File: config.mk
export PLATFORM = sky130hd
export DESIGN_NAME = uart_receiver_flat
export DESIGN_NICKNAME = d
export VERILOG_FILES = /design/src/rtl/uart_receiver_if.sv /design/src/rtl/uart_receiver.sv /design/src/flat_wrapper.sv
export SDC_FILE = /design/constraint.sdc
export NUM_CORES = 1
export LEC_CHECK = 0
export CELL_PAD_IN_SITES_DETAIL_PLACEMENT = 0
export CELL_PAD_IN_SITES_GLOBAL_PLACEMENT = 1
export CORE_MARGIN = 4
export CORE_UTILIZATION = 43
export DETAILED_ROUTE_END_ITERATION = 8
export PLACE_DENSITY_LB_ADDON = 0.1
export SYNTH_ARGS = -nofsm -noshare
export SYNTH_HDL_FRONTEND = slang
export SYNTH_SLANG_ARGS = --single-unit
File: constraint.sdc
create_clock -name Clk -period 3.1 [get_ports Clk]
set_clock_uncertainty 0.2 [all_clocks]
set_input_delay 0.31 -clock Clk [delete_from_list [all_inputs] [get_ports Clk]]
set_output_delay 0.31 -clock Clk [all_outputs]
set_load 0.01 [all_outputs]
File: src/rtl/uart_receiver_if.sv
// ----------------------------------------------------------------------------
// uart_receiver_if
//   Groups the UART receive path signals between the serial front end, the
//   receiver and the byte consumer.
//
//   Select    [2:0] baud select (divisor table index)
//   Rx              serial line, idles high, asynchronous to the clock
//   Data      [7:0] last received byte
//   Valid           one-cycle pulse, Data holds a good frame
//   FrameErr        one-cycle pulse, stop bit sampled low
//   ParityErr       one-cycle pulse, parity mismatch
//   Busy            receiver is inside a frame
//
//   master : the receiver (consumes Select/Rx, produces the byte stream)
//   slave  : the line driver / byte consumer side
// ----------------------------------------------------------------------------
interface uart_receiver_if;
    logic [2:0] Select;
    logic       Rx;
    logic [7:0] Data;
    logic       Valid;
    logic       FrameErr;
    logic       ParityErr;
    logic       Busy;

    modport master (
        input  Select,
        input  Rx,
        output Data,
        output Valid,
        output FrameErr,
        output ParityErr,
        output Busy
    );

    modport slave (
        output Select,
        output Rx,
        input  Data,
        input  Valid,
        input  FrameErr,
        input  ParityErr,
        input  Busy
    );
endinterface

File: src/rtl/uart_receiver.sv
// ----------------------------------------------------------------------------
// uart_receiver
//   Recovers 8-bit UART frames (LSB first, optional parity, one stop bit)
//   from the asynchronous Rx line. A private bit-period counter is re-aligned
//   on every start-bit falling edge and samples each bit at its middle, using
//   the same Select divisor table as the baud tick generator.
//
//   Parameters
//     PARITY : 0 = none (8N1), 1 = even (8E1), 2 = odd (8O1)
//
//   Ports
//     Clk        system clock, rising edge
//     Rst        asynchronous reset, active low
//     bus.Select baud select, latched at the start edge of each frame
//     bus.Rx     serial input
//     bus.Data   last completed frame (good or bad)
//     bus.Valid / bus.FrameErr / bus.ParityErr  one-cycle result pulses
//     bus.Busy   high from the clock after start-edge detection until the
//                receiver returns to IDLE
// ----------------------------------------------------------------------------
module uart_receiver #(
    parameter int PARITY = 0
) (
    input  logic             Clk,
    input  logic             Rst,
    uart_receiver_if.master  bus
);

    typedef enum logic [2:0] {
        IDLE,
        START,
        DATA,
        PAR,
        STOP
    } state_t;

    function automatic logic [31:0] div_lookup(input logic [2:0] sel);
        logic [31:0] d;
        case (sel)
            3'b000:  d = 32'd300;
            3'b001:  d = 32'd20833;
            3'b010:  d = 32'd10416;
            3'b011:  d = 32'd5208;
            3'b100:  d = 32'd2604;
            3'b101:  d = 32'd200;
            3'b110:  d = 32'd868;
            default: d = 32'd100;
        endcase
        return d;
    endfunction

    // Even parity: the data bits plus the parity bit must hold an even number
    // of ones; odd parity the reverse.
    function automatic logic parity_error(input logic [7:0] d, input logic b);
        logic x;
        x = ^{d, b};
        if (PARITY == 1)
            return x;
        else if (PARITY == 2)
            return ~x;
        else
            return 1'b0;
    endfunction

    state_t      state, state_nxt;
    logic        rx_p0, rx_s, rx_prev;
    logic [31:0] cnt, cnt_nxt;
    logic [31:0] div_q, div_nxt;
    logic [31:0] div_new;
    logic [7:0]  sh, sh_nxt;
    logic [2:0]  idx, idx_nxt;
    logic        perr_q, perr_nxt;
    logic [7:0]  data_q, data_nxt;
    logic        valid_q, valid_nxt;
    logic        ferr_q, ferr_nxt;
    logic        perr_pulse_q, perr_pulse_nxt;
    logic        fall;
    logic        sample;

    // Falling edge seen on the synchronized line.
    assign fall   = rx_prev & ~rx_s;
    // The sample event: the counter has reached zero.
    assign sample = (cnt == 32'd0);

    always_ff @(posedge Clk or negedge Rst) begin
        if (!Rst)
            state <= IDLE;
        else
            state <= state_nxt;
    end

    always_comb begin
        state_nxt      = state;
        cnt_nxt        = (cnt != 32'd0) ? cnt - 32'd1 : cnt;
        div_nxt        = div_q;
        sh_nxt         = sh;
        idx_nxt        = idx;
        perr_nxt       = perr_q;
        data_nxt       = data_q;
        valid_nxt      = 1'b0;
        ferr_nxt       = 1'b0;
        perr_pulse_nxt = 1'b0;
        div_new        = div_lookup(bus.Select);

        case (state)
            IDLE: begin
                if (fall) begin
                    div_nxt   = div_new;
                    // Half a bit period counted from the clock rx_s first
                    // read 0; that clock has already elapsed by the time the
                    // counter is loaded, hence the -1.
                    cnt_nxt   = ((div_new + 32'd1) >> 1) - 32'd1;
                    idx_nxt   = 3'd0;
                    perr_nxt  = 1'b0;
                    state_nxt = START;
                end
            end
            START: begin
                if (sample) begin
                    if (rx_s) begin
                        state_nxt = IDLE;
                    end else begin
                        cnt_nxt   = div_q;
                        idx_nxt   = 3'd0;
                        state_nxt = DATA;
                    end
                end
            end
            DATA: begin
                if (sample) begin
                    sh_nxt  = {rx_s, sh[7:1]};
                    cnt_nxt = div_q;
                    idx_nxt = idx + 3'd1;
                    if (idx == 3'd7)
                        state_nxt = (PARITY != 0) ? PAR : STOP;
                end
            end
            PAR: begin
                if (sample) begin
                    perr_nxt  = parity_error(sh, rx_s);
                    cnt_nxt   = div_q;
                    state_nxt = STOP;
                end
            end
            STOP: begin
                if (sample) begin
                    data_nxt       = sh;
                    ferr_nxt       = ~rx_s;
                    perr_pulse_nxt = perr_q;
                    valid_nxt      = rx_s & ~perr_q;
                    state_nxt      = IDLE;
                end
            end
            default: state_nxt = IDLE;
        endcase
    end

    always_ff @(posedge Clk or negedge Rst) begin
        if (!Rst) begin
            rx_p0        <= 1'b1;
            rx_s         <= 1'b1;
            rx_prev      <= 1'b1;
            cnt          <= 32'd0;
            div_q        <= 32'd0;
            sh           <= 8'h00;
            idx          <= 3'd0;
            perr_q       <= 1'b0;
            data_q       <= 8'h00;
            valid_q      <= 1'b0;
            ferr_q       <= 1'b0;
            perr_pulse_q <= 1'b0;
        end else begin
            rx_p0        <= bus.Rx;
            rx_s         <= rx_p0;
            rx_prev      <= rx_s;
            cnt          <= cnt_nxt;
            div_q        <= div_nxt;
            sh           <= sh_nxt;
            idx          <= idx_nxt;
            perr_q       <= perr_nxt;
            data_q       <= data_nxt;
            valid_q      <= valid_nxt;
            ferr_q       <= ferr_nxt;
            perr_pulse_q <= perr_pulse_nxt;
        end
    end

    assign bus.Data      = data_q;
    assign bus.Valid     = valid_q;
    assign bus.FrameErr  = ferr_q;
    assign bus.ParityErr = perr_pulse_q;
    assign bus.Busy      = (state != IDLE);

endmodule

File: src/flat_wrapper.sv
// flat-port wrapper written by rule: the top's interface ports become plain ports
module uart_receiver_flat 
#(
    parameter int PARITY = 0
)
  (Clk, Rst, bus_Select, bus_Rx, bus_Data, bus_Valid, bus_FrameErr, bus_ParityErr, bus_Busy);
  uart_receiver_if bus_i ();
  input  logic Clk;
  input  logic Rst;
  input wire logic [$bits(bus_i.Select)-1:0] bus_Select;
  input wire logic [$bits(bus_i.Rx)-1:0] bus_Rx;
  output wire logic [$bits(bus_i.Data)-1:0] bus_Data;
  output wire logic [$bits(bus_i.Valid)-1:0] bus_Valid;
  output wire logic [$bits(bus_i.FrameErr)-1:0] bus_FrameErr;
  output wire logic [$bits(bus_i.ParityErr)-1:0] bus_ParityErr;
  output wire logic [$bits(bus_i.Busy)-1:0] bus_Busy;
  assign bus_i.Select = bus_Select;
  assign bus_i.Rx = bus_Rx;
  assign bus_Data = bus_i.Data;
  assign bus_Valid = bus_i.Valid;
  assign bus_FrameErr = bus_i.FrameErr;
  assign bus_ParityErr = bus_i.ParityErr;
  assign bus_Busy = bus_i.Busy;
  uart_receiver #(.PARITY(PARITY)) u_core (.Clk(Clk), .Rst(Rst), .bus(bus_i));
endmodule
==> metrics.md <==
| Metric | Value |
|---|---|
| Fin crit period | 2.916 ns |
| Largest family of logic cells by synthesized area | simple AND/OR/NAND/NOR gates |
| Sequential area share after synthesis | 0.5026 |
| Busiest layer in global routing | met1 |
| Area occupied by multi-input gates | 1693 um2 |
| FFs w/ async S/R, synth | 1.000 |
| Die Area | 9880 um2 |
| Worst hold path type | input port to register |
| Initial DRC count | 113 |
| Netlist cell types | 50 |
| Row count | 33 |
| Post-route DRC | 0 |
| Mean post-synth cell area | 10.09 um2 |
| Pin count of the biggest net entering global routing | 73 |
| Xor/xnor cell area share of the yosys netlist | 0.07071 |
| H-tree levels | 3 |
| Clock tree buffer depth | 2 |
| Cells after synthesis | 356 |
| Core area | 8175 um2 |
| Maximum fanout along the worst path | 8 |
| Worst r2r dst | u_core.sh[0] |
| Yosys warnings | 0 |
| CTS tree | done |
| Met3 Use GR | 0.04558 |
| Routed WL per cell | 16.19 um |
| Fmax | 342.9 MHz |
| Mux cell area share after synthesis | 0.05016 |
| FILL cells | 814 |
| Wirelength, routed | 7917 um |
| First-pass GRT wire length | 13610 um |
| TritonRoute pass-1 iters | 4 |
| Setup ws final | 0.1840 ns |
| GP Congestion | 0.7701 |
| Critical path arrival | 2.96 ns |
| Tot GR Track Use | 0.1759 |
| Vias per std cell | 5.403 |
| Vias in the first global route | 2634 |
| Die W | 99.40 um |
| Synth Area in Simple Gates | 0.2069 |
| Initial antenna violation count | 0 |
| CP endpoint | u_core.sh[0] |
| Initial core utilization | 0.4394 |
| CTS sink cnt | 72 |
| Flop2flop setup slack | 0.18 ns |
| Worst-case reg-to-reg path depth | 5 |
| Maximum vdd drop | 0.4548 mV |
| Skew-Pair Late Insertion Delay | 0.35 ns |
| # Post-CTS Setup Buffers | 0 |
| GR Util met2 | 0.2515 |
| Tcrit/Tclk final | 0.9406 |
| Slew HR | 0.3879 |
| Fraction of layout cells with a size suffix above 1 | 0.1589 |
| Vias post-DR | 2642 |
| Compound-Gate Fraction of Synth Area | 0.1226 |
| Dpl ws | 0.06306 ns |
| IO Port Bufs | 16 |
| Post-layout nets | 390 |
| Cts bufs inserted | 9 |
| Final Max Tran Viols | 0 |
| R2R Path Start | u_core.cnt[8] |
| Clock slew at reported path FFs | 0.09 ns |
| Area Overhead vs Synth | 14.14% |
| Syn Std Cell Area | 3592 um2 |
| Commonest non-fill, non-tap cell in the layout | dfrtp_1 |
| Top Ports | 18 |
| Crit path required time | 3.14 ns |
| Status | finished, final reports clean |
| Synth Net Count | 367 |
| Leakage | 1.878 nW |
| Count of final hold-check violations | 0 |
| Register area | 1805 um2 |
| Ys flop type | dfrtp_1 |
| Crit. End Element | register |
| Antenna-violating nets left | 0 |
| Max cap viols | 0 |
| Unrepaired setup endpoints after global routing | false |
| Setup TNS | 0 ns |
| Gr ovfl total | 0 |
| M1 GR Usage | 0.2646 |
| Count of state elements after synthesis | 72 |
| Most frequent cells in the layout | 69 x dfrtp_1, 41 x nor2_1, 25 x nand2_1, 24 x o21ai_0, 17 x xor2_1 |
| Pwr Density | 855.9 nW/um2 |
| Startpoint types | register |
| Number of flops mapped to enable cells by yosys | 0 |
| DP HPWL | 5540 um |
| N_diodes | 0 |
| Synth Area in Adders | 0.01742 |
| Worst slew pin tran | 0.9181 ns |
| Critical path class | register to register |
| Clk root buf | clkbuf_8 |
| Die H | 99.40 um |
| Critical path origin | u_core.cnt[8] |
| Final setup fails | 0 |
==> worst min-delay path by stage <==
stage | from | to | slack, ns | cells after the start
3_5_place_dp | u_core.rx_p0 | u_core.rx_s | 0.15 | 0
5_1_grt | bus_Rx | u_core.rx_p0 | 0.14 | 1
3_3_place_gp | u_core.rx_p0 | u_core.rx_s | 0.15 | 0
4_1_cts | bus_Rx | u_core.rx_p0 | 0.14 | 1
2_1_floorplan | Rst | u_core.bus.Data[0] | -0.19 | 0
6_report | bus_Rx | u_core.rx_p0 | 0.15 | 1
==> layer usage <==
metal / wire length (um) / part of all wire
met2: 3537 / 0.45
met1: 4034 / 0.51
met4: 99 / 0.013
met5: 0 / 0
met3: 245 / 0.031
==> registers in the layout (all words and copies together) (netlist names), 3 cells and up <==
name,cells
u_core.idx,3
u_core.state,3
u_core.sh,8
u_core.cnt,32
u_core.bus.Data,8
u_core.div_q,13
==> power by group <==
group | internal (mW) | leakage [nW] | switching, mW
logic | 0.595 | 0.838 | 0.752
registers | 1.20 | 0.952 | 0.262
clock network | 0.304 | 0.0877 | 0.393
==> cell type report <==
class,count,share of cell area
timing repair buffer,30,0.06469
tap,105,0.03204
multi-input combinational,260,0.4129
clock inverter,7,0.01434
inverter,6,0.005493
sequential,72,0.4403
clock buffer,9,0.03021
==> critical path, stage by stage, from the launching register on <==
cell     delay [ns]
dfrtp_1        0.44
or4_4          0.59
or4_1          0.55
nor3_2         0.26
and3_1         0.40
mux2_2         0.38
==> kinds of logic (layout without fill, tap and decap cells) <==
kind of cell	after synthesis	count (layout)
XOR/XNOR	29	29
flip-flops	72	72
adder cells (fa/ha/maj)	5	5
AND/OR/NAND/NOR	140	140
other	1	1
multiplexers	16	16
buffers and inverters	24	52
AO/OA/AOI/OAI	69	69
==> synthesized netlist by cell type (3+ instances only) <==
cell type,instances,area share
or4_1,4,0.0084
xnor2_1,12,0.029
or2_2,3,0.0052
nor3_1,12,0.017
nand2b_1,5,0.0087
nand4_1,4,0.0070
nand3b_1,5,0.010
and3_1,3,0.0052
buf_2,7,0.0098
a21o_1,9,0.019
a22o_1,3,0.0073
dfrtp_1,69,0.48
nand3_1,8,0.011
nand2_1,25,0.026
ha_1,5,0.017
dfstp_2,3,0.022
nor4_1,12,0.021
mux2_2,16,0.050
nor2b_1,4,0.0070
inv_1,6,0.0063
xor2_1,17,0.041
clkbuf_1,10,0.010
nor2_1,41,0.043
a21oi_1,14,0.020
o21ai_0,24,0.033
==> through the flow <==
step	cell area (um2)	std cells	power, mW	hold slack (ns)	utilization
after floorplan	3592	356	2.406	-0.1856	-
after global placement	3899	472	2.757	0.1465	0.4769
after detailed placement	3899	472	2.768	0.1482	0.4769
after CTS	4091	489	3.497	0.1353	0.5005
after global routing	4100	489	3.793	0.1441	0.5015
final	4100	489	3.509	0.1543	0.5015
==> timing repair <==
| action | in CTS | in global routing |
|---|---|---|
| setup endpoints to repair | 0 | 29 |
| gates resized for setup | 0 | 2 |
| hold endpoints to repair | 69 | 0 |
| hold buffers | 1 | 0 |
Power figures use the tool's default switching activity.
